File: config.mk
export PLATFORM = sky130hd
export DESIGN_NAME = seg7_capture_flat
export DESIGN_NICKNAME = d
export VERILOG_FILES = /design/src/rtl/seg7_capture_if.sv /design/src/rtl/seg7_capture.sv /design/src/flat_wrapper.sv
export SDC_FILE = /design/constraint.sdc
export NUM_CORES = 1
export LEC_CHECK = 0
export CORE_MARGIN = 2
export CORE_UTILIZATION = 25
export DETAILED_ROUTE_END_ITERATION = 6
export SLEW_MARGIN = 20
export SYNTH_ARGS = -nofsm -noshare
export SYNTH_HDL_FRONTEND = slang
export SYNTH_SLANG_ARGS = --single-unit
File: constraint.sdc
create_clock -name clk -period 6.67 [get_ports clk]
set_input_delay 0.667 -clock clk [delete_from_list [all_inputs] [get_ports clk]]
set_output_delay 0.667 -clock clk [all_outputs]
set_load 0.01 [all_outputs]
File: src/rtl/seg7_capture_if.sv
// Result handshake bundle of seg7_capture.
// err_count is present only with SEG7_CAP_STATS_EN.
interface seg7_capture_if;
  logic [4:0] val_out;
  logic       err;
  logic       out_valid;
  logic       out_ready;
`ifdef SEG7_CAP_STATS_EN
  logic [7:0] err_count;

  modport master (
    output val_out,
    output err,
    output out_valid,
    output err_count,
    input  out_ready
  );

  modport slave (
    input  val_out,
    input  err,
    input  out_valid,
    input  err_count,
    output out_ready
  );
`else
  modport master (
    output val_out,
    output err,
    output out_valid,
    input  out_ready
  );

  modport slave (
    input  val_out,
    input  err,
    input  out_valid,
    output out_ready
  );
`endif
endinterface

File: src/rtl/seg7_capture.sv
// Seven-segment readback: waits for stable digits, decodes value.
// SEG7_CAP_STATS_EN adds a saturating illegal-result counter.
module seg7_capture #(
  parameter int STABLE_CYCLES = 4,
  parameter int CNT_W         = 8
) (
  input  logic           clk,
  input  logic           rst_n,
  input  logic           con,
  input  logic [6:0]     hex_in,
  input  logic [6:0]     hex1_in,
  seg7_capture_if.master res
);

  typedef enum logic [1:0] {
    SETTLE,
    PRESENT,
    DONE
  } state_t;

  localparam logic [6:0]  BLANK = 7'h7f;
  localparam logic [14:0] IDLE  = {1'b0, BLANK, BLANK};
  localparam logic [CNT_W:0] THR = STABLE_CYCLES[CNT_W:0];

  state_t          st;
  state_t          st_n;
  logic [14:0]     samp;
  logic [14:0]     cap;
  logic [14:0]     cap_n;
  logic [CNT_W-1:0] cnt;
  logic [CNT_W-1:0] cnt_n;
  logic [CNT_W:0]  run_n;
  logic [4:0]      val_q;
  logic [4:0]      val_n;
  logic            err_q;
  logic            err_n;
  logic            load;
  logic [5:0]      dec;

  // {ok, digit}; ok=0 for blank or anything the decoder never drives
  function automatic logic [4:0] glyph(input logic [6:0] p);
    logic [4:0] r;
    r = 5'd0;
    unique case (1'b1)
      (p == 7'b1000000): r = 5'h10;
      (p == 7'b1111001): r = 5'h11;
      (p == 7'b0100100): r = 5'h12;
      (p == 7'b0110000): r = 5'h13;
      (p == 7'b0011001): r = 5'h14;
      (p == 7'b0010010): r = 5'h15;
      (p == 7'b0000010): r = 5'h16;
      (p == 7'b1111000): r = 5'h17;
      (p == 7'b0000000): r = 5'h18;
      (p == 7'b0010000): r = 5'h19;
      (p == 7'b0001000): r = 5'h1a;
      (p == 7'b0000011): r = 5'h1b;
      (p == 7'b1000110): r = 5'h1c;
      (p == 7'b0100001): r = 5'h1d;
      (p == 7'b0000110): r = 5'h1e;
      (p == 7'b0001110): r = 5'h1f;
      default:           r = 5'h00;
    endcase
    return r;
  endfunction

  // {err, val}
  function automatic logic [5:0] decode(input logic [14:0] s);
    logic [4:0] g0;
    logic [4:0] g1;
    logic [3:0] one;
    logic [1:0] ten;
    logic [5:0] v;
    logic       bad;
    g1  = glyph(s[13:7]);
    g0  = glyph(s[6:0]);
    bad = !g0[4];
    one = g0[3:0];
    ten = 2'd0;
    if (s[13:7] != BLANK) begin
      if (g1[4] && g1[3:0] >= 4'd1 && g1[3:0] <= 4'd3)
        ten = g1[1:0];
      else
        bad = 1'b1;
    end
    if (s[14]) begin
      if (ten > 2'd1) bad = 1'b1;
      v = {1'b0, ten[0], one};
    end else begin
      if (one > 4'd9) bad = 1'b1;
      v = {1'b0, ten, 3'b000}
        + {3'b000, ten, 1'b0}
        + {2'b00, one};
      if (v > 6'd31) bad = 1'b1;
    end
    if (bad) return {1'b1, 5'd0};
    return {1'b0, v[4:0]};
  endfunction

  assign dec = decode(samp);

  always_ff @(posedge clk or negedge rst_n) begin
    if (!rst_n) begin
      st    <= DONE;
      samp  <= IDLE;
      cap   <= IDLE;
      cnt   <= '0;
      val_q <= 5'd0;
      err_q <= 1'b0;
    end else begin
      st    <= st_n;
      samp  <= {con, hex1_in, hex_in};
      cap   <= cap_n;
      cnt   <= cnt_n;
      val_q <= val_n;
      err_q <= err_n;
    end
  end

  // run_n is the number of identical samples held, this one included
  always_comb begin
    st_n  = st;
    cap_n = cap;
    cnt_n = cnt;
    val_n = val_q;
    err_n = err_q;
    run_n = '0;
    load  = 1'b0;
    unique case (st)
      SETTLE: begin
        cap_n = samp;
        if (samp == cap) cnt_n = cnt + 1'b1;
        else             cnt_n = '0;
        run_n = {1'b0, cnt_n} + 1'b1;
        load  = (run_n >= THR);
      end
      PRESENT: begin
        if (res.out_ready) st_n = DONE;
      end
      DONE: begin
        if (samp != cap) begin
          cap_n = samp;
          cnt_n = '0;
          run_n = {{CNT_W{1'b0}}, 1'b1};
          load  = (run_n >= THR);
          if (!load) st_n = SETTLE;
        end
      end
      default: st_n = DONE;
    endcase
    if (load) begin
      st_n  = PRESENT;
      cap_n = samp;
      err_n = dec[5];
      val_n = dec[4:0];
    end
  end

  assign res.out_valid = (st == PRESENT);
  assign res.val_out   = val_q;
  assign res.err       = err_q;

`ifdef SEG7_CAP_STATS_EN
  logic [7:0] ecnt;

  always_ff @(posedge clk or negedge rst_n) begin
    if (!rst_n) begin
      ecnt <= 8'd0;
    end else if (st == PRESENT && res.out_ready
                 && err_q && ecnt != 8'hff) begin
      ecnt <= ecnt + 8'd1;
    end
  end

  assign res.err_count = ecnt;
`endif

endmodule

File: src/flat_wrapper.sv
// flat-port wrapper written by rule: the top's interface ports become plain ports
module seg7_capture_flat 
#(
  parameter int STABLE_CYCLES = 4,
  parameter int CNT_W         = 8
)
  (clk, rst_n, con, hex_in, hex1_in, res_val_out, res_err, res_out_valid, res_out_ready);
  seg7_capture_if res_i ();
  input  logic clk;
  input  logic rst_n;
  input  logic con;
  input  logic [6:0] hex_in;
  input  logic [6:0] hex1_in;
  output wire logic [$bits(res_i.val_out)-1:0] res_val_out;
  output wire logic [$bits(res_i.err)-1:0] res_err;
  output wire logic [$bits(res_i.out_valid)-1:0] res_out_valid;
  input wire logic [$bits(res_i.out_ready)-1:0] res_out_ready;
  assign res_val_out = res_i.val_out;
  assign res_err = res_i.err;
  assign res_out_valid = res_i.out_valid;
  assign res_i.out_ready = res_out_ready;
  seg7_capture #(.STABLE_CYCLES(STABLE_CYCLES), .CNT_W(CNT_W)) u_core (.clk(clk), .rst_n(rst_n), .con(con), .hex_in(hex_in), .hex1_in(hex1_in), .res(res_i));
endmodule
==> run summary <==
The setup-violating endpoint count in the final report is 0. The placed wire-length estimate after detailed placement came out at 4.27 mm. In this run the clock root is driven by a sky130_fd_sc_hd__clkbuf_8. The core occupancy in the finished layout came out at 0.299. The area taken by flip-flops and latches is approximately 0.0012 sq mm. For this run, the detailed router's first-pass iteration total came to 4.

The synthesized instance count came out at ~280. The kind of capture point of the worst setup path is a register. The number of global-route vias before repair is around 2100. The register-to-register path setup slack is around 3700 ps. In this run, the number of DRC markers left after iteration 0 of detailed routing was 142. The detailed router placed 2167 vias in this run. The post-route cell area is 0.00324 sq mm. For this configuration, the core starts out at a cell density of 0.256.

The total detailed-routing wirelength is 6.08 mm. The number of antenna diodes in the final layout is 0. The top-level I/O count is 25. The worst setup margin is 3680 ps. The relative area change from synthesis to final layout came out at 16.7%.

The buffering stage count on the worst path with inverters included is 1. The worst-case clock skew is 10.8 ps. Measured along the y axis, the die boundary spans 109 um. The endpoint arrival time on the critical path is 3180 ps.

Clock-pin slew was measured on the worst setup and hold paths at 90 ps. The power density over the cells is 181 mW/mm^2. The flow ran to the end, and the final reports show no timing, DRC or antenna violations. The max-cap violation count is 0.

Clock tree synthesis found a total of 46 sinks. The number of synthesized flops with an enable pin came out at 0. For this run, the leading register cell type out of synthesis is sky130_fd_sc_hd__dfstp_2. The post-CTS setup repair buffer count came out at 0. The mean post-synth cell area is ~10 sq um.

The count of nets left with antenna violations after detail routing came out at 0. Traced cell by cell, the critical path runs through or4b_1 -> o32a_1 -> o311a_1 -> inv_1 -> ha_1 -> fa_1 -> a211oi_1 -> or3_1 -> nand4b_2 -> o31ai_1. TritonCTS built the clock tree. In the routed layout, each cell is associated on average with a via count of 5.02. The required arrival time at the worst endpoint came out at roughly 6900 ps. The total number of yosys warnings came out at 0. In the final layout, the multi-input gates occupy 0.00147 sq mm. The area of the core is roughly 0.011 sq mm. The tightest min-delay check is of the primary input to asynchronous set/reset pin type. The biggest cell delay along the critical path came out at 690 ps.

In the routed design, unresolved DRC markers number 0. The maximum clock frequency is roughly 330 MHz. The die area came out at 0.0120 sq mm.

After synthesis, the netlist uses 59 different library cells. The worst register-to-register path begins at u_core.samp[5]$_DFF_PN1_. Buffers placed on the I/O ports in this run total 24.

The number of cells in the design after placement came out at 424. The average detailed-routed wire length per instance came out at 14.1 um. The final-layout fill cell count came out at 1118. The number of standard-cell rows in the floorplan is 38. The number of pins exceeding their max-slew limit in the final report was 0. The global-route wire length before repair came out at just over 10 mm.

In the final layout, the share of cells above drive strength 1 is 0.223. STA classifies the critical path startpoint as a register. The final critical delay including setup and external delays is 2990 ps. For this design the static power due to leakage is 1.20 nW. The cell area after technology mapping came out at 0.00278 sq mm. The cts-stage hold buffer count came out at 0.

The family with the most delay on the worst path is simple AND/OR/NAND/NOR gates. The largest voltage drop on the vdd net came out at 0.0000857 V. The proportion of synthesized flip-flops having asynchronous set or reset is 1.00. The final count of hold timing violations is 0. Dividing the final minimum period by the clock period gives 0.449. The worst-path cell with the longest stage delay is sky130_fd_sc_hd__dfstp_2.

The largest net degree at the start of global routing is between 40 and 50. Counting the buffers created by CTS gives 5. The total global-route track usage came out at 0.107. The synthesis-stage register bit count is 46. The total placed instance area is 0.00312 sq mm.

OpenSTA, run right after detailed placement, puts the worst setup slack at roughly 3700 ps. The maximum clock path buffer count is 2. By startpoint and endpoint, the worst setup path is classified as register to register. The number of cells traversed by the worst register-to-register path came out at 10. For this run the aggregate overflow at the end of global routing stands at 0. The clock latency of the later-clocked register in the worst-skew pair is 300 ps. The start point of the critical path is u_core.samp[5]$_DFF_PN1_. The width of the die is between 100 and 150 um. The post-synth net total is 298. The H-tree depth is 2. The number of gates resized after CTS is 0. Setup repair after global routing left no endpoint under its margin. The number of stages on the worst setup path came out at 10. The share of the Yosys chip area taken by registers is 0.428.

The normalized max-slew margin is 0.605. The number of antenna violations at the first check in global routing is 0. The number of non-filler instances in the completed layout is 432.

The actual slew at the worst max-slew pin is between 500 and 600 ps. In this run the critical register-to-register path is captured at u_core.res.val_out[1]$_DFFE_PN0P_. The peak fanout along the critical path is 14. The final weighted congestion in routability-driven placement is 0.763. The net count reported at finish is 314. The total negative slack is 0 ps. The destination of the critical timing path is u_core.res.val_out[1]$_DFFE_PN0P_.
## cells by family after synthesis
logic type | synth area share
xor gates and xnor gates | 0.0631
AOI/OAI and AO/OA | 0.163
buffers and inverters | 0.0442
DFF | 0.428
and+or+nand+nor | 0.212
adders and majority gates | 0.0252
muxes | 0.0649
## report_power, final
part           total (mW)  leakage (nW)  switching [mW]  internal, mW
sequential          0.315         0.538          0.0196         0.296
clock               0.220        0.0585          0.0977         0.122
combinational      0.0513         0.600          0.0235        0.0278
## final cells by class
cell class | instances | share of cell area
inverter | 10 | 0.0116
timing repair buffer | 26 | 0.0772
clock buffer | 7 | 0.0267
clock inverter | 1 | 0.00927
multi-input combinational | 202 | 0.455
tap | 140 | 0.0541
sequential | 46 | 0.367
## routing by layer
metal | wire length, um | vias to the layer above | GRT usage
met4 | 114 | 0 | 0.0443
met3 | 189 | 13 | 0.0207
met2 | 2860 | 55 | 0.168
met5 | 0 | - | 0
met1 | 2920 | 1040 | 0.146
li1 | - | 1059 | -
## cell usage after synthesis, types with 8 or more instances
master	number	area, sq um
sky130_fd_sc_hd__a21oi_1	12	60.1
sky130_fd_sc_hd__buf_2	14	70.1
sky130_fd_sc_hd__dfrtp_1	17	425
sky130_fd_sc_hd__dfstp_2	29	762
sky130_fd_sc_hd__inv_1	10	37.5
sky130_fd_sc_hd__mux2_2	15	169
sky130_fd_sc_hd__nand2_1	13	48.8
sky130_fd_sc_hd__nand3_1	10	50.1
sky130_fd_sc_hd__nor2_1	15	56.3
sky130_fd_sc_hd__nor3_1	8	40.0
sky130_fd_sc_hd__o21ai_0	12	60.1
sky130_fd_sc_hd__xor2_1	15	131
## how the worst min path moves through the flow
stage / startpoint / to / slack (ps) / cells past startpoint
6_report: rst_n / u_core.st[0]$_DFFE_PN0P_ / 460 / 2
5_1_grt: rst_n / u_core.st[0]$_DFFE_PN0P_ / 500 / 2
4_1_cts: rst_n / u_core.st[0]$_DFFE_PN0P_ / 460 / 2
3_5_place_dp: u_core.res.err$_DFFE_PN0P_ / u_core.res.err$_DFFE_PN0P_ / 490 / 1
3_3_place_gp: u_core.res.err$_DFFE_PN0P_ / u_core.res.err$_DFFE_PN0P_ / 480 / 1
2_1_floorplan: rst_n / u_core.cap[14]$_DFFE_PN0P_ / 370 / 0
## state kept, by name, indices dropped and copies added, names as in the netlist
signal and flops:
u_core.cap 15, u_core.samp 15, u_core.cnt 8, u_core.res.val_out 5
u_core.st 2, u_core.res.err 1
## cell usage in the layout (no fill, tap or decap), types with 3 or more instances in the layout
cell type	instances
sky130_fd_sc_hd__nor2_1	15
sky130_fd_sc_hd__nor2b_1	4
sky130_fd_sc_hd__o22ai_1	5
sky130_fd_sc_hd__xnor2_1	5
sky130_fd_sc_hd__dfrtp_1	17
sky130_fd_sc_hd__nand2b_1	4
sky130_fd_sc_hd__inv_1	10
sky130_fd_sc_hd__nand3b_1	3
sky130_fd_sc_hd__nor4_1	7
sky130_fd_sc_hd__nand3_1	10
sky130_fd_sc_hd__ha_1	4
sky130_fd_sc_hd__o21ai_0	12
sky130_fd_sc_hd__mux2_2	15
sky130_fd_sc_hd__nand4b_1	3
sky130_fd_sc_hd__o221ai_1	3
sky130_fd_sc_hd__dfstp_2	29
sky130_fd_sc_hd__or3_1	6
sky130_fd_sc_hd__nor3_1	8
sky130_fd_sc_hd__o2bb2ai_1	3
sky130_fd_sc_hd__a21oi_1	12
sky130_fd_sc_hd__xor2_1	15
sky130_fd_sc_hd__o31ai_1	3
sky130_fd_sc_hd__clkbuf_8	6
sky130_fd_sc_hd__a31oi_1	4
sky130_fd_sc_hd__clkdlybuf4s50_1	23
sky130_fd_sc_hd__nand2_1	13
sky130_fd_sc_hd__or3b_2	3
## per-stage QoR
stage,hold WS [ps],total power [mW]
after floorplan,371,0.348
after global routing,500,0.615
after detailed placement,492,0.372
after global placement,481,0.370
final,457,0.587
after CTS,462,0.597
No activity file was read; power rests on OpenSTA's default activity.
